### config.mk
export PLATFORM = sky130hd
export DESIGN_NAME = mux_gate_scheduler
export DESIGN_NICKNAME = d
export VERILOG_FILES = /design/src/rtl/mux_gate_scheduler.sv
export SDC_FILE = /design/constraint.sdc
export NUM_CORES = 1
export LEC_CHECK = 0
export ABC_AREA = 0
export CAP_MARGIN = 15
export CORE_AREA = 3 3 46 48
export DETAILED_ROUTE_END_ITERATION = 8
export DIE_AREA = 0 0 49 51
export PLACE_DENSITY = 0.81
export SETUP_SLACK_MARGIN = 0.15
export SLEW_MARGIN = 40
export SYNTH_ARGS = -nofsm -noshare
export SYNTH_HDL_FRONTEND = slang
export SYNTH_SLANG_ARGS = --single-unit
### constraint.sdc
create_clock -name clk -period 3.1 [get_ports clk]
set_clock_uncertainty 0.2 [all_clocks]
set_input_delay 0.62 -clock clk [delete_from_list [all_inputs] [get_ports clk]]
set_output_delay 0.62 -clock clk [all_outputs]
set_load 0.01 [all_outputs]
### src/rtl/mux_gate_scheduler.sv
// mux_gate_scheduler: round-robin scheduler that shares a single 2:1 mux
// evaluator among N_REQ requesters to compute AND/NAND/OR/NOR/NOT.
// Every result is built from the one mux m = sel ? b : a. The mux runs in
// one pass, or in two passes for NAND/NOR, where the second pass inverts.
// Ports:
//   clk, rst_n : clock, asynchronous active-low reset
//   req        : per-requester request level            [N_REQ]
//   op         : per-requester opcode, 3 bits each      [3*N_REQ]
//   x, y       : per-requester operands                 [N_REQ]
//   gnt        : one-hot accept pulse (PASS1 cycle)     [N_REQ]
//   done       : one-hot result-valid pulse to owner    [N_REQ]
//   result     : gate result, held between operations
//   err        : illegal-opcode flag, pulses with done
//   busy       : high whenever the FSM is not IDLE
module mux_gate_scheduler #(
  parameter int unsigned N_REQ = 2
) (
  input  logic                 clk,
  input  logic                 rst_n,
  input  logic [N_REQ-1:0]     req,
  input  logic [3*N_REQ-1:0]   op,
  input  logic [N_REQ-1:0]     x,
  input  logic [N_REQ-1:0]     y,
  output logic [N_REQ-1:0]     gnt,
  output logic [N_REQ-1:0]     done,
  output logic                 result,
  output logic                 err,
  output logic                 busy
);

  localparam int unsigned OW = (N_REQ > 1) ? $clog2(N_REQ) : 1;

  localparam logic [1:0] S_IDLE  = 2'd0;
  localparam logic [1:0] S_PASS1 = 2'd1;
  localparam logic [1:0] S_PASS2 = 2'd2;
  localparam logic [1:0] S_DONE  = 2'd3;

  localparam logic [2:0] OP_AND  = 3'd0;
  localparam logic [2:0] OP_NAND = 3'd1;
  localparam logic [2:0] OP_OR   = 3'd2;
  localparam logic [2:0] OP_NOR  = 3'd3;
  localparam logic [2:0] OP_NOT  = 3'd4;

  logic [1:0]       state, state_d;
  logic [OW-1:0]    owner, owner_d;
  logic [OW-1:0]    last_owner, last_owner_d;
  logic [2:0]       op_l, op_l_d;
  logic             x_l, x_l_d;
  logic             y_l, y_l_d;
  logic             tmp, tmp_d;
  logic [N_REQ-1:0] gnt_d, done_d;
  logic             result_d, err_d, busy_d;

  logic             sel, a, b, m;
  logic             found;
  logic [OW-1:0]    winner;
  int unsigned      idx;
  logic [2:0]       op_arr [N_REQ];

  // Split the flat opcode bus into per-requester fields
  for (genvar g = 0; g < N_REQ; g++) begin : g_op
    assign op_arr[g] = op[3*g +: 3];
  end

  // The single shared mux evaluator
  assign m = sel ? b : a;

  // State register
  always_ff @(posedge clk or negedge rst_n) begin
    if (!rst_n) begin
      state      <= S_IDLE;
      owner      <= '0;
      last_owner <= OW'(N_REQ - 1);
      op_l       <= '0;
      x_l        <= 1'b0;
      y_l        <= 1'b0;
      tmp        <= 1'b0;
      gnt        <= '0;
      done       <= '0;
      result     <= 1'b0;
      err        <= 1'b0;
      busy       <= 1'b0;
    end else begin
      state      <= state_d;
      owner      <= owner_d;
      last_owner <= last_owner_d;
      op_l       <= op_l_d;
      x_l        <= x_l_d;
      y_l        <= y_l_d;
      tmp        <= tmp_d;
      gnt        <= gnt_d;
      done       <= done_d;
      result     <= result_d;
      err        <= err_d;
      busy       <= busy_d;
    end
  end

  // Next-state, arbitration, mux steering and registered-output staging
  always_comb begin
    state_d      = state;
    owner_d      = owner;
    last_owner_d = last_owner;
    op_l_d       = op_l;
    x_l_d        = x_l;
    y_l_d        = y_l;
    tmp_d        = tmp;
    gnt_d        = '0;
    done_d       = '0;
    result_d     = result;
    err_d        = 1'b0;
    sel          = 1'b0;
    a            = 1'b0;
    b            = 1'b0;
    found        = 1'b0;
    winner       = '0;
    idx          = 0;

    // Round-robin search starting just after the previous owner
    for (int unsigned i = 0; i < N_REQ; i++) begin
      idx = (32'(last_owner) + 32'd1 + i) % N_REQ;
      if (!found && req[OW'(idx)]) begin
        found  = 1'b1;
        winner = OW'(idx);
      end
    end

    case (state)
      S_IDLE: begin
        if (found) begin
          state_d         = S_PASS1;
          owner_d         = winner;
          last_owner_d    = winner;
          op_l_d          = op_arr[winner];
          x_l_d           = x[winner];
          y_l_d           = y[winner];
          gnt_d[winner]   = 1'b1;
        end
      end
      S_PASS1: begin
        // Illegal opcodes leave sel=a=b=0 so the mux yields 0
        case (op_l)
          OP_AND, OP_NAND: begin sel = x_l; a = 1'b0; b = y_l;  end
          OP_OR,  OP_NOR:  begin sel = x_l; a = y_l;  b = 1'b1; end
          OP_NOT:          begin sel = x_l; a = 1'b1; b = 1'b0; end
          default:         begin sel = 1'b0; a = 1'b0; b = 1'b0; end
        endcase
        tmp_d = m;
        if (op_l == OP_NAND || op_l == OP_NOR) begin
          state_d = S_PASS2;
        end else begin
          state_d       = S_DONE;
          done_d[owner] = 1'b1;
          result_d      = m;
          err_d         = (op_l > OP_NOT);
        end
      end
      S_PASS2: begin
        // Second pass inverts the first-pass value
        sel           = tmp;
        a             = 1'b1;
        b             = 1'b0;
        tmp_d         = m;
        state_d       = S_DONE;
        done_d[owner] = 1'b1;
        result_d      = m;
      end
      default: begin
        state_d = S_IDLE;
      end
    endcase

    busy_d = (state_d != S_IDLE);
  end

endmodule
Yosys cells after proc, flatten, opt, wreduce, memory -nomap -nowiden
Cells that the tools add are included.
{"block": "word_totals", "output_inout_bits": 7, "register_bits": 17, "inputBits": 14, "word_cells": 82}
{"block": "classes", "n_reduce_logical": 15, "n_mux": 37, "order_cmp": 8, "addsub": 2, "n_eq_ne": 7, "bitwise": 1}
{"operator": "1-bit two-way mux", "count": 22}
{"operator": "3-bit two-way mux", "count": 3}
{"operator": "1-bit by 2-bit < comparator with 1-bit output, second input constant", "count": 4}
{"operator": "2-bit two-way mux", "count": 4}
{"operator": "1-bit one-hot mux with 2 select lines", "count": 4}
{"operator": "3-bit by 2-bit == test with 1-bit output, second input constant", "count": 2}
{"operator": "2-bit one-hot mux with 3 select lines", "count": 1}
{"operator": "2-bit OR reduction", "count": 3}
{"operator": "5-bit OR reduction", "count": 1}
{"operator": "2-bit one-hot mux with 2 select lines", "count": 1}
{"operator": "2-bit AND reduction", "count": 2}
{"operator": "2-bit nonzero test", "count": 2}
{"operator": "3-bit by 1-bit == test with 1-bit output, second input constant", "count": 1}
{"operator": "3-bit == test, second input constant", "count": 1}
{"operator": "3-bit > comparator, second input constant", "count": 1}
{"operator": "1-bit logical AND", "count": 3}
{"operator": "3-bit zero test", "count": 1}
{"operator": "1-bit adder, second input constant", "count": 2}
{"operator": "1-bit demux with 1-bit select", "count": 2}
{"operator": "2-bit by 1-bit == test with 1-bit output, second input constant", "count": 1}
{"operator": "2-bit == test, second input constant", "count": 1}
{"operator": "1-bit greater-or-equal comparator, second input constant", "count": 2}
{"operator": "2-bit greater-or-equal comparator, second input constant", "count": 1}
{"operator": "2-bit zero test", "count": 1}
{"operator": "other kinds (4)", "count": 4}

Longest topological paths before layout
{"block": "logic_depth", "ltp_word": 13, "ltp_mapped": 6}

Least setup slack after synthesis
No wires, ideal clock.
{"block": "synth_timing", "kind": "input to register", "startpoint": "in req[1]", "endpoint": "reg op_l[0]", "path_stages": 3, "slack_ps": 1553, "path_buffers": 0, "arrival_ps": 1217, "required_ps": 2770, "cell_sequence": "a21boi_2 -> mux2i_1 -> o21ai_1"}
{"block": "synth_via", "elab_chain_len": 10, "word_cells_on_any_way": 15, "classes_between": "mux: 11; bitwise: 1; reduce/logical: 3"}
{"element": "start: declaration", "line_no": "20", "rtl": "input logic [N_REQ-1:0] req,"}
{"element": "1-bit two-way mux (implied by the code) (2 in a row)", "line_no": "122", "rtl": "if (!found && req[OW'(idx)]) begin"}
{"element": "1-bit two-way mux", "line_no": "122"}
{"element": "1-bit zero test", "line_no": "122"}
{"element": "1-bit logical AND", "line_no": "122"}
{"element": "1-bit two-way mux", "line_no": "122"}
{"element": "1-bit inverter with 2-bit output (implied by the code)", "line_no": "134", "rtl": "op_l_d = op_arr[winner];"}
{"element": "3-bit two-way mux (implied by the code) (3 in a row)", "line_no": "134"}
{"element": "end signal: assignment", "line_no": "87", "rtl": "op_l <= op_l_d;"}
{"element": "end: declaration", "line_no": "47", "rtl": "logic [2:0] op_l, op_l_d;"}
Parallel ways exist; a longest one is shown, timed or not. The select of a mux whose other input is x is not followed.
A chain may end at the register's enable or synchronous reset.

Worst setup path after layout
{"block": "layout_timing", "startpoint": "reg result", "endpoint": "out result"}
{"element": "start: declaration", "line_no": "26", "rtl": "output logic result,"}
{"element": "start signal: assignment", "line_no": "93", "rtl": "result <= result_d;"}
No word-level cell between the ends.

==> results.md <==
* Max-slew headroom at the worst pin at approximately 73%
* Met1 Use GR at 16.70%
* Power per cell area at about 930 nW/um2
* Initial antenna violation count at 0
* Worst Hold Class: input pin to asynchronous set/reset pin
* Status: finished clean
* Gr ovfl total at 0
* Int Pwr at 0.6004 mW
* Fin crit share at roughly 64%
* CP top delay family: buffers and inverters
* Syn nets at slightly below 90
* Worst IR Drop VDD at about 0.00046 V
* DP Cell Count at around 120
* Clock Path Buffers at 2
* Crit path max fanout at 2
* First-pass GRT wire length at between 2000 and 3000 um
* Combinational power share at between 40% and 50%
* GRT Overall Usage at 13.44%
* Worst Max-Slew Pin Slew at between 0.3 and 0.4 ns
* Post_cts resized at 0
* Setup crit end kind: output port
* Register Area at about 430 um2
* CP Launch Type: flip-flop
* Final wirelength at 1381 um
* Final non-filler cell total at 120
* Setup total negative slack at 0 ns
* Setup Buffers After CTS at 0
* Rows at 15
* Synth Warn # at 0
* HPWL after DPL at approximately 1100 um
* Starting Density at ~45%
* Sw frac at roughly two fifths
* ANT cells at 0
* Most used routing layer: met2
* Clock Power Share at between 10 and 15%
* Worst EP required at between 2 and 2.5 ns
* CP bufs+invs at 1
* CTS tree: done
* Post-Syn Area at 792.0 um2
* Largest net degree at the start of global routing at 18
* Syn Inst Count at 71
* Final GP Congestion at between 0.7 and 0.8
* IO Port Bufs at 20
* Drt wl/cell at between 10 and 15 um
* Die X at between 40 and 50 um
* Library cells used by synthesis at 27
* Arrival time at the worst endpoint at approximately 1.2 ns
* Max Clock Freq at 0.5014 GHz
* P&R area growth vs syn at 32.39%
* Met2 Use GR at between 20% and 30%
* Number of global-route vias before repair at approximately 600
* Commonest non-fill, non-tap cell in the layout: clkdlybuf4s50_1
* ANT nets after route at 0
* Area occupied by multi-input gates at 345.3 um2
* Max Cap Violations at 0
* Router iterations before antenna repair at 4
* CTS Hold Bufs at 0
* DRT iter0 DRCs at 6
* Synth Register Bits at 17
* Worst-Skew Late Latency at ~0.29 ns
* Final setup fails at 0
* Vias per Instance at about 5.0
* Total CTS buffers at 3
* Sequential-to-total area share from yosys stat at approximately 54%
* Core area at 1745 um2
* CTS root buffer: clkbuf_4
* Layout Nets at 114
* Slowest stage delay, CP at between 0.5 and 0.6 ns
* P_sw at between 0.3 and 0.4 mW
* H-tree levels at 1
* DRC at 0
* Clk slew on worst S/H paths at ~0.10 ns
* Final core occ at between 60% and 70%
* Avg Inst Size Synth at ~11 um2
* Leakage power at 0.4762 nW
* Worst-path cell chain: clkdlybuf4s50_1
* Met3 GRT Util at around 2.3%
* WS Path Type: flip-flop to output port
* Slew Viols, Final at 0
* RSZ-0062 raised after global routing: false
* Layout cell share with drive strength beyond 1 at between 10% and 20%
* Die Y at around 50 um
* Most frequent cells in the layout: clkdlybuf4s50_1, dfrtp_1, nand2_1
* Die footprint at approximately 2500 um2
* Seq pwr share at between 40% and 50%
* Clock sinks at 17
* Number of fillers in the final layout at 151
* Final hold viol count at 0
* Total power draw at 0.9755 mW
* Total number of vias at 604
* CP max-delay cell: clkdlybuf4s50_1
* I/O pins at 21
* Post-layout minimum cycle time at between 1.5 and 2 ns
metrics by stage:
step / area, um2 / worst slack (ns) / hold WS, ns
6_report: 1049 / 1.106 / 0.02586
5_1_grt: 1049 / 1.053 / 0.04505
4_1_cts: 1054 / 1.090 / 0.2819
3_5_place_dp: 1026 / 0.9258 / 0.2648
3_3_place_gp: 1026 / 0.9891 / 0.2565
2_1_floorplan: 792.0 / 1.553 / 0.1244
Yosys cell counts:
master / instances / share of area [%]
o31ai_1: 1 / 0.95
inv_1: 4 / 1.9
and3_4: 1 / 1.4
or2_1: 1 / 0.79
a21oi_1: 1 / 0.63
nand3_1: 1 / 0.63
nor3b_1: 1 / 0.95
a211oi_1: 2 / 1.9
a21oi_2: 1 / 1.1
nor2_1: 3 / 1.4
o31ai_2: 1 / 1.6
a21o_1: 2 / 1.9
mux2i_1: 6 / 7.6
a21boi_2: 1 / 1.4
a221oi_1: 1 / 1.1
o21ai_1: 6 / 3.8
a31oi_1: 1 / 0.79
nand2b_1: 1 / 0.79
a21o_2: 1 / 1.1
o21ai_2: 1 / 1.1
buf_2: 1 / 0.63
dfrtp_1: 16 / 51
nand2_1: 9 / 4.3
dfstp_2: 1 / 3.3
ha_1: 4 / 6.3
nor3_1: 2 / 1.3
and2_1: 1 / 0.79
layer usage:
layer | wire length, um | part of all wire (%)
met5 | 0 | 0
met2 | 644 | 47
met4 | 30 | 2.2
met1 | 616 | 45
met3 | 89 | 6.4
area by class of cell:
class	instances	share of cell area [%]
Clock buffer	3	2.148
Tap cell	25	2.983
Clock inverter	1	0.4773
Inverter	4	1.432
Multi-Input combinational cell	49	32.94
Timing Repair Buffer	21	19.33
Sequential cell	17	40.69
power by group through the flow:
stage / sequential, mW / combinational, mW / clock [mW]
2_1_floorplan: 0.400 / 0.311 / 0
3_3_place_gp: 0.394 / 0.455 / 0
3_5_place_dp: 0.399 / 0.466 / 0
4_1_cts: 0.396 / 0.467 / 0.123
5_1_grt: 0.410 / 0.520 / 0.132
6_report: 0.396 / 0.460 / 0.119
registers in the layout (all words and copies together), names as in the netlist:
register	count
result	1
gnt	2
done	2
y_l	1
err	1
x_l	1
owner	1
op_l	3
last_owner	1
busy	1
state	2
tmp	1
worst paths after layout:
kind / from / depth (start not counted) / slack, ns / endpoint
max in group asynchronous: rst_n / 1 / 2.37 / last_owner
min reg2reg: result / 2 / 0.28 / result
min in group clk: result / 2 / 0.28 / result
min: rst_n / 1 / 0.03 / result
max reg2reg: state[1] / 6 / 1.41 / result
max: result / 1 / 1.11 / result
kinds of logic after synthesis:
kind of cell | Yosys count | synth area share [%]
multiplexers | 6 | 7.583
flip-flops | 17 | 53.87
AO/OA/AOI/OAI | 19 | 17.38
AND/OR/NAND/NOR | 20 | 12.32
adder cells (fa/ha/maj) | 4 | 6.319
buffers and inverters | 5 | 2.526
Note: power is estimated with default switching activity, not from simulation.
